<file path="src/rtl/rx_tx_pkg.sv">
// Constants, state encoding and CRC-32 byte step shared by the GMII transmit and receive MACs.
package rx_tx_pkg;

  localparam int unsigned DATA_WIDTH    = 8;
  localparam int unsigned PREAMBLE_LEN  = 7;
  localparam logic [7:0]  PREAMBLE_BYTE = 8'h55;
  localparam logic [7:0]  SFD_BYTE      = 8'hD5;

  localparam logic [31:0] CRC_POLY    = 32'hEDB88320;
  localparam logic [31:0] CRC_INIT    = 32'hFFFFFFFF;
  localparam logic [31:0] CRC_RESIDUE = 32'hDEBB20E3;

  typedef enum logic [2:0] {
    StIdle,
    StPreamble,
    StSfd,
    StData,
    StPad,
    StFcs,
    StDrain,
    StIfg
  } tx_state_e;

  // Reflected CRC-32 update for one byte, LSB first, no final inversion.
  function automatic logic [31:0] crc32_byte(input logic [31:0] crc, input logic [7:0] data);
    logic [31:0] c;
    c = crc ^ {24'h000000, data};
    for (int i = 0; i < 8; i++) begin
      c = c[0] ? ((c >> 1) ^ CRC_POLY) : (c >> 1);
    end
    return c;
  endfunction

endpackage

</file>
<file path="src/rtl/crc32_d8.sv">
// Byte-wide IEEE 802.3 CRC-32 register with synchronous clear and enable.
module crc32_d8
  import rx_tx_pkg::*;
(
  input  logic        clk_i,
  input  logic        rst_i,
  input  logic        clr_i,
  input  logic        en_i,
  input  logic [7:0]  data_i,
  output logic [31:0] crc_o
);

  logic [31:0] crc_q, crc_d;

  always_comb begin
    crc_d = crc_q;
    if (clr_i) begin
      crc_d = CRC_INIT;
    end else if (en_i) begin
      crc_d = crc32_byte(crc_q, data_i);
    end
  end

  always_ff @(posedge clk_i or posedge rst_i) begin
    if (rst_i) begin
      crc_q <= CRC_INIT;
    end else begin
      crc_q <= crc_d;
    end
  end

  assign crc_o = crc_q;

endmodule

</file>
<file path="src/rtl/gmii_tx_mac.sv">
// GMII transmit MAC: adds preamble/SFD, pads short frames, appends FCS and enforces the
// inter-frame gap; a stalled source mid-frame aborts the frame with tx_er.
module gmii_tx_mac
  import rx_tx_pkg::*;
#(
  parameter int unsigned IFG_CYCLES    = 12,
  parameter int unsigned MIN_FRAME_LEN = 60
) (
  input  logic                  gmii_tx_clk_i,
  input  logic                  gmii_tx_rst_i,
  input  logic [DATA_WIDTH-1:0] s_data_i,
  input  logic                  s_valid_i,
  input  logic                  s_last_i,
  output logic                  s_ready_o,
  output logic [7:0]            gmii_tx_data_o,
  output logic                  gmii_tx_dv_o,
  output logic                  gmii_tx_er_o,
  output logic                  frame_done_o,
  output logic                  underrun_o
);

  localparam logic [10:0] MinLen    = 11'(MIN_FRAME_LEN);
  // IDLE contributes the final idle cycle before the preamble, so IFG lasts one cycle less.
  // IFG_CYCLES must be at least 2.
  localparam logic [15:0] IfgExit   = 16'(IFG_CYCLES - 2);
  localparam logic [15:0] PreExit   = 16'(PREAMBLE_LEN - 1);

  tx_state_e   state_q;
  logic [10:0] byte_cnt_q;
  logic [15:0] aux_cnt_q;
  logic [7:0]  data_q;
  logic        dv_q, er_q, frame_done_q, underrun_q, last_fcs_q;

  logic [10:0] byte_inc;
  logic [31:0] crc, fcs;
  logic [7:0]  fcs_byte, crc_din;
  logic        crc_en, crc_clr;

  assign byte_inc = (byte_cnt_q == 11'h7FF) ? byte_cnt_q : byte_cnt_q + 11'd1;
  assign s_ready_o = (state_q == StData) || (state_q == StDrain);

  assign crc_clr = (state_q == StIdle);
  assign crc_en  = ((state_q == StData) && s_valid_i) || (state_q == StPad);
  assign crc_din = (state_q == StPad) ? 8'h00 : s_data_i;

  crc32_d8 u_crc (
    .clk_i  (gmii_tx_clk_i),
    .rst_i  (gmii_tx_rst_i),
    .clr_i  (crc_clr),
    .en_i   (crc_en),
    .data_i (crc_din),
    .crc_o  (crc)
  );

  assign fcs      = ~crc;
  assign fcs_byte = fcs[{aux_cnt_q[1:0], 3'b000} +: 8];

  always_ff @(posedge gmii_tx_clk_i or posedge gmii_tx_rst_i) begin
    if (gmii_tx_rst_i) begin
      state_q      <= StIdle;
      byte_cnt_q   <= '0;
      aux_cnt_q    <= '0;
      data_q       <= '0;
      dv_q         <= 1'b0;
      er_q         <= 1'b0;
      frame_done_q <= 1'b0;
      underrun_q   <= 1'b0;
      last_fcs_q   <= 1'b0;
    end else begin
      data_q       <= '0;
      dv_q         <= 1'b0;
      er_q         <= 1'b0;
      underrun_q   <= 1'b0;
      last_fcs_q   <= 1'b0;
      frame_done_q <= last_fcs_q;
      unique case (state_q)
        StIdle: begin
          byte_cnt_q <= '0;
          aux_cnt_q  <= '0;
          if (s_valid_i) state_q <= StPreamble;
        end
        StPreamble: begin
          data_q    <= PREAMBLE_BYTE;
          dv_q      <= 1'b1;
          aux_cnt_q <= aux_cnt_q + 16'd1;
          if (aux_cnt_q == PreExit) begin
            aux_cnt_q <= '0;
            state_q   <= StSfd;
          end
        end
        StSfd: begin
          data_q  <= SFD_BYTE;
          dv_q    <= 1'b1;
          state_q <= StData;
        end
        StData: begin
          dv_q <= 1'b1;
          if (s_valid_i) begin
            data_q     <= s_data_i;
            byte_cnt_q <= byte_inc;
            if (s_last_i) state_q <= (byte_inc < MinLen) ? StPad : StFcs;
          end else begin
            er_q       <= 1'b1;
            underrun_q <= 1'b1;
            state_q    <= StDrain;
          end
        end
        StPad: begin
          dv_q       <= 1'b1;
          byte_cnt_q <= byte_inc;
          if (byte_inc >= MinLen) state_q <= StFcs;
        end
        StFcs: begin
          data_q    <= fcs_byte;
          dv_q      <= 1'b1;
          aux_cnt_q <= aux_cnt_q + 16'd1;
          if (aux_cnt_q[1:0] == 2'd3) begin
            aux_cnt_q  <= '0;
            last_fcs_q <= 1'b1;
            state_q    <= StIfg;
          end
        end
        StDrain: begin
          if (s_valid_i && s_last_i) begin
            aux_cnt_q <= '0;
            state_q   <= StIfg;
          end
        end
        StIfg: begin
          aux_cnt_q <= aux_cnt_q + 16'd1;
          if (aux_cnt_q >= IfgExit) state_q <= StIdle;
        end
      endcase
    end
  end

  assign gmii_tx_data_o = data_q;
  assign gmii_tx_dv_o   = dv_q;
  assign gmii_tx_er_o   = er_q;
  assign frame_done_o   = frame_done_q;
  assign underrun_o     = underrun_q;

endmodule

</file>
<file path="config.mk">
export PLATFORM = sky130hd
export DESIGN_NAME = gmii_tx_mac
export DESIGN_NICKNAME = d
export VERILOG_FILES = /design/src/rtl/rx_tx_pkg.sv /design/src/rtl/crc32_d8.sv /design/src/rtl/gmii_tx_mac.sv
export SDC_FILE = /design/constraint.sdc
export NUM_CORES = 1
export LEC_CHECK = 0
export CORE_ASPECT_RATIO = 1.25
export CORE_UTILIZATION = 61
export CTS_BUF_LIST = sky130_fd_sc_hd__clkbuf_4 sky130_fd_sc_hd__clkbuf_8 sky130_fd_sc_hd__clkbuf_16
export DETAILED_ROUTE_END_ITERATION = 12
export PLACE_DENSITY = 0.81
export SYNTH_ARGS = -nofsm -noshare
export SYNTH_HDL_FRONTEND = slang
export SYNTH_HIERARCHICAL = 1
export SYNTH_SLANG_ARGS = --single-unit
export TNS_END_PERCENT = 20
</file>
<file path="constraint.sdc">
create_clock -name gmii_tx_clk_i -period 3.55 [get_ports gmii_tx_clk_i]
set_clock_uncertainty 0.2 [all_clocks]
set_input_delay 0.355 -clock gmii_tx_clk_i [delete_from_list [all_inputs] [get_ports gmii_tx_clk_i]]
set_output_delay 0.355 -clock gmii_tx_clk_i [all_outputs]
set_load 0.03 [all_outputs]
</file>
Yosys cells after proc, flatten, opt, wreduce, memory -nomap -nowiden
Cells that the tools add are included.
{ "word_totals": {"ff_bits": 74, "inputBits": 12, "out_inout_bits": 13, "word_cells": 90} }
{ "classes": {"add_sub_neg": 2, "order_cmp": 3, "n_eq_ne": 18, "shift": 1, "mux": 35, "bitwise": 10, "reduce_logical": 12} }
{ "ops": {"columns": ["operator", "count"], "rows": [
  ["two-way mux 32 bit", 10],
  ["inverter 13 -> 14 bit", 8],
  ["case mux 16 bit (5 select lines)", 1],
  ["two-way mux 16 bit", 3],
  ["case mux 11 bit (3 select lines)", 1],
  ["inverter 32 bit", 1],
  ["case mux 8 bit (4 select lines)", 1],
  ["indexed part select 32 x 6 -> 8 bit", 1],
  ["bitwise XOR 32 x 8 -> 32 bit", 1],
  ["two-way mux 3 bit", 8],
  ["case mux 3 bit (8 select lines)", 1],
  ["two-way mux 11 bit", 2],
  ["adder 16 x 1 -> 16 bit (second input constant)", 1],
  ["equality test 16 x 3 -> 1 bit (second input constant)", 1],
  ["greater-or-equal comparator 16 x 4 -> 1 bit (second input constant)", 1],
  ["two-way mux 8 bit", 2],
  ["equality test 3 bit (second input constant)", 4],
  ["adder 11 x 1 -> 11 bit (second input constant)", 1],
  ["equality test 11 bit (second input constant)", 1],
  ["greater-or-equal comparator 11 x 6 -> 1 bit (second input constant)", 1],
  ["less-than comparator 11 x 6 -> 1 bit (second input constant)", 1],
  ["inequality test 2 bit (second input constant)", 5],
  ["AND reduction 7 bit", 1],
  ["equality test 3 x 2 -> 1 bit (second input constant)", 2],
  ["other kinds (13)", 22]
]} }

Longest topological paths before layout
{ "logic_depth": {"word_depth": 21, "depth_mapped": 10, "mapped_depth_nobuf": 8} }

Hierarchy
Netlist, hierarchy kept.
{ "by_module_without_submodules": {"columns": ["module", "instances", "cells_each", "area_each_um2", "seq_area_each_um2"], "rows": [
  ["gmii_tx_mac", 1, 309, 2815.2, 1051.0],
  ["crc32_d8", 1, 173, 2265.9, 840.8]
]} }

Worst setup path after synthesis
OpenSTA, ideal clock, no wires.
{ "synth_timing": {"path_type": "register to register", "startpoint": "register state_q[1]", "endpoint": "register u_crc.crc_q[17], in the netlist u_crc/crc_o[17]", "setup_ps": 77, "arrival_ps": 2559, "required_time_ps": 3273, "path_slack_ps": 714, "path_stages_with_launch": 9, "n_path_buf": 1, "synth_period_minus_slack_ps": 2836, "path_cell_list": "dfrtp_1 buf_2 nor2_1 nand2_1 and2_1 xnor2_4 xnor3_1 xnor3_1 a21bo_2"} }
{ "synth_via": {"word_cells_on_any_way": 22, "classes_between": "2 x eq/ne; 11 x mux; 5 x bitwise; 4 x reduce/logical"} }
{ "synth_lines": {"columns": ["element", "line", "rtl"], "rows": [
  ["from (decl)", "gmii_tx_mac.sv:28", "tx_state_e state_q;"],
  ["from (signal assigned)", "gmii_tx_mac.sv:60", "state_q <= StIdle;"],
  ["from (signal assigned)", "gmii_tx_mac.sv:80", "if (s_valid_i) state_q <= StPreamble;"],
  ["from (signal assigned)", "gmii_tx_mac.sv:88", "state_q <= StSfd;"],
  ["equality test 3 bit (*)", "gmii_tx_mac.sv:44", "assign crc_din = (state_q == StPad) ? 8'h00 : s_data_i;"],
  ["two-way mux 8 bit (*)", "gmii_tx_mac.sv:44", null],
  ["via crc_din[1]", "gmii_tx_mac.sv:36", "logic [7:0] fcs_byte, crc_din;"],
  ["bitwise XOR 32 x 8 -> 32 bit (*)", "rx_tx_pkg.sv:27", "c = crc ^ {24'h000000, data};"],
  ["two-way mux 32 bit (*) (3 in a row)", "rx_tx_pkg.sv:29", "c = c[0] ? ((c >> 1) ^ CRC_POLY) : (c >> 1);"],
  ["inverter 13 -> 14 bit (no source line)", null, null],
  ["two-way mux 32 bit (*)", "rx_tx_pkg.sv:29", null],
  ["inverter 13 -> 14 bit (no source line)", null, null],
  ["two-way mux 32 bit (*)", "rx_tx_pkg.sv:29", null],
  ["inverter 13 -> 14 bit (no source line)", null, null],
  ["two-way mux 32 bit (*) (3 in a row)", "rx_tx_pkg.sv:29", null],
  ["two-way mux 32 bit (*)", "crc32_d8.sv:19", "end else if (en_i) begin"],
  ["two-way mux 32 bit (*)", "crc32_d8.sv:17", "if (clr_i) begin"],
  ["to (signal assigned)", "crc32_d8.sv:28", "crc_q <= crc_d;"],
  ["to (decl)", "crc32_d8.sv:13", "logic [31:0] crc_q, crc_d;"]
]} }
Mark *: on every way through the listed nets, which the timed path passes. The rest lies on a longest branch. The select of a mux whose other input is x is not followed.
A chain may end at the register's enable or synchronous reset.

Worst setup path after layout
{ "layout_timing": {"startpoint": "register state_q[2]", "endpoint": "output port s_ready_o"} }
{ "layout_via": {"elab_chain_cells": 2, "word_cells_on_any_way": 3, "classes_between": "2 x eq/ne; 1 x reduce/logical"} }
{ "layout_rtl": {"columns": ["element", "line", "rtl"], "rows": [
  ["equality test 3 x 2 -> 1 bit / equality test 3 bit (equally long branches)", "gmii_tx_mac.sv:40", "assign s_ready_o = (state_q == StData) || (state_q == StDrain);"],
  ["logical OR 1 bit (*)", "gmii_tx_mac.sv:40", null],
  ["to (decl)", "gmii_tx_mac.sv:14", "output logic s_ready_o,"]
]} }
Mark *: on every way between the ends. The rest lies on a longest branch, timed or not.

==> flow_metrics.env <==
export IMPL_synth_cell_types=68
export IMPL_rows=36
export IMPL_routed_wl_microns=11160
export IMPL_grtUsageTotal_pct=26.97
export IMPL_critPathKind="reg2out"
export IMPL_fillCellCount=594
export IMPL_cpPeakStageDelay_ns=0.68
export IMPL_multi_input_comb_area_sq_um=3025
export IMPL_min_delay_path_depth=0
export IMPL_synthFlopType="dfrtp_1"
export IMPL_syn_to_final_growth_pct=10.96
export IMPL_io_pins=25
export IMPL_die_h_microns=104.0
export IMPL_hold_end="frame_done_o"
export IMPL_dpl_hpwl_microns=7796
export IMPL_post_cts_buffers=0
export IMPL_place_gp_congestion=0.8275
export IMPL_hold_buffers=0
export IMPL_worstMarginPinSlew_ns=0.7054
export IMPL_hold_viol=0
export IMPL_drt_pass1_iterations=5
export IMPL_synth_avg_cell_area_sq_um=10.54
export IMPL_startpoint_type="register"
export IMPL_cts_tree="built"
export IMPL_dieArea_sq_um=8701
export IMPL_clock_sinks=74
export IMPL_drtIter0Drc=289
export IMPL_drive_gt1_share_pct=19.80
export IMPL_fp_dieW_microns=83.63
export IMPL_setup_tns_final_ns=0
export IMPL_utilization_pct=71.12
export IMPL_fin_crit_ns=2.809
export IMPL_synth_cells=482
export IMPL_fmax_ghz=0.3560
export IMPL_grt_start_max_net_pins=43
export IMPL_num_vias=3774
export IMPL_reg2reg_depth=8
export IMPL_crit_arrival_ns=2.25
export IMPL_startpoint="state_q[2]"
export IMPL_grt_pass1_wl_microns=18520
export IMPL_critPathCaptureType="output pin"
export IMPL_synth_area_sq_um=5081
export IMPL_power_leakage_nw=2.399
export IMPL_setup_viol=0
export IMPL_ant_nets=0
export IMPL_synth_edff_count=0
export IMPL_drc=0
export IMPL_power_density_nw_per_um2=1228
export IMPL_r2r_setup_slack_ns=0.76
export IMPL_ys_seq_area_share_pct=37.23
export IMPL_synth_top_area_share_pct=20.68
export IMPL_max_slew_margin_pct=52.63
export IMPL_cts_buffers_inserted=9
export IMPL_slowest_stage="clkdlybuf4s50_1"
export IMPL_required_ns=2.99
export IMPL_htree_levels=3
export IMPL_grt_ovfl_total=0
export IMPL_async_flop_share_pct=100.0
export IMPL_ys_ff_latch=74
export IMPL_reg2reg_to="u_crc/crc_o[17]"
export IMPL_cts_root_buf="clkbuf_8"
export IMPL_yosysTopAreaCell="dfrtp_1"
export IMPL_yosysWarnings=6
export IMPL_postCtsResizedCells=0
export IMPL_wl_per_cell_microns=18.60
export IMPL_antenna_found_initial=0
export IMPL_synth_net_count=498
export IMPL_hold_ws_ns=0.1528
export IMPL_core_area_sq_um=7928
export IMPL_fin_area_sq_um=5638
export IMPL_layout_nets=516
export IMPL_path_cells="buf_4 -> inv_1 -> nor2_1 -> o21a_1 -> clkdlybuf4s50_1"
export IMPL_ys_top_cells_by_area="dfrtp_1 21%, dfstp_2 17%, xnor3_1 8.4%"
export IMPL_seqCellArea_sq_um=1892
export IMPL_r2r_start="state_q[0]"
export IMPL_vias_per_cell=6.290
export IMPL_status="completed"
export IMPL_maxSlewViolCount=0
export IMPL_clk_latency_ns=0.36
export IMPL_ir_drop_mv=1.260
export IMPL_drv_cap=0
export IMPL_initial_core_util_pct=64.09
export IMPL_clock_path_buffers=2
export IMPL_min_from="last_fcs_q"
export IMPL_hp_class="reg2reg"
export IMPL_grt_setup_unrepaired="no"
export IMPL_crit_fanout=25
export IMPL_clkTransAtPathRegs_ns=0.07
export IMPL_portBuffers=24
export IMPL_antenna_cells=0
export IMPL_grt_pass1_vias=3772
export IMPL_placed_area_sq_um=5415
export IMPL_fin_crit_sh_pct=79.12
-- layout make-up --
class                   instances  area share, %
multi-input cells             367          53.66
clock inverters                 5          1.376
flip-flops and latches         74          33.56
well taps                      95          2.108
inverters                      11         0.7324
repair buffers                 37          5.992
clock buffers                  11          2.574
-- routing by layer --
layer | GRT usage, % | wire length (microns) | vias up
met5 | 0 | 0 | -
li1 | - | - | 1771
met3 | 4.762 | 352 | 19
met4 | 7.869 | 221 | 0
met1 | 33.83 | 4619 | 1912
met2 | 47.50 | 5968 | 72
-- critical path: cells and delay by family (launching register included) --
kind	cells	cell delay, ns
buf+inv	3	1.18
simple gates	1	0.19
compound gates	1	0.16
flops	1	0.36
-- state kept, by name (all words and copies together), names as in the netlist --
signal	cells
frame_done_o	1
state_q	3
gmii_tx_dv_o	1
byte_cnt_q	11
u_crc/crc_o	32
aux_cnt_q	16
last_fcs_q	1
gmii_tx_data_o	8
underrun_o	1
-- layout by cell type, fill, tap and decap left out, types with 4 or more instances in the layout --
master and n:
inv_1 10, nand3_1 11, mux4_2 8, xor2_1 12, nand2_1 37, clkdlybuf4s50_1 24
o21ai_0 28, xnor2_2 8, nor2_1 36, a21oi_1 30, dfrtp_1 42, a22o_1 4
xnor3_1 19, and2_1 11, xnor2_1 31, a31oi_1 9, dfstp_2 32, and4_1 5
a221oi_1 5, ha_1 4, nor2b_1 17, nor3_1 9, and3_1 4, nand4_1 5
buf_4 13, a211o_1 18, clkbuf_8 10
-- kinds of logic after synthesis --
kind of cell | after synthesis | share of synthesized area, %
AND/OR/NAND/NOR | 154 | 16.40
adder cells (fa/ha/maj) | 5 | 1.182
flip-flops | 74 | 37.23
multiplexers | 9 | 3.743
buffers and inverters | 41 | 3.324
AO/OA/AOI/OAI | 124 | 17.16
XOR/XNOR | 75 | 20.96
-- where the power goes --
part / internal [mW] / total, mW / switching [mW] / leakage (nW)
registers: 1.24 / 1.47 / 0.234 / 0.903
logic: 2.45 / 4.72 / 2.27 / 1.38
clock network: 0.420 / 0.733 / 0.312 / 0.113
-- worst max-delay path by stage --
stage | to
finish | s_ready_o
global route | u_crc/crc_o[21]
CTS | s_ready_o
detailed placement | aux_cnt_q[9]
global placement | aux_cnt_q[11]
floorplan | u_crc/crc_o[17]
-- stage by stage --
step	instances	power [mW]	setup WS [ns]
floorplan	482	5.233	0.7139
global placement	584	6.016	0.8045
CTS	600	6.929	0.7386
finish	600	6.924	0.7411
detailed placement	584	6.162	0.7407
global route	600	7.327	0.6239
-- Yosys cell counts (2+ instances only) --
master and instances:
xor3_1 2, clkbuf_1 20, a221oi_1 5, nand2_1 37, xnor2_1 31, o31ai_1 3
a21bo_1 2, nor4_2 2, a21bo_2 2, inv_1 10, or4_4 3, nand3b_1 2
a31oi_1 9, buf_4 2, and3_1 4, a21o_1 2, a41oi_2 2, dfstp_2 32
xnor3_1 19, ha_1 4, nor2_1 36, xor2_1 12, nor3_1 10, buf_1 2
a21boi_2 2, nor2b_1 17, o21ai_0 28, a22o_1 4, a21oi_1 30, dfrtp_1 42
and2_1 11, a32o_1 2, a211o_1 18, nand4_1 5, and4_1 5, or2_2 2
xnor2_4 2, o21ai_1 2, xnor2_2 8, buf_2 6, mux4_2 8, nand3_1 11
Power figures use the tool's default switching activity.
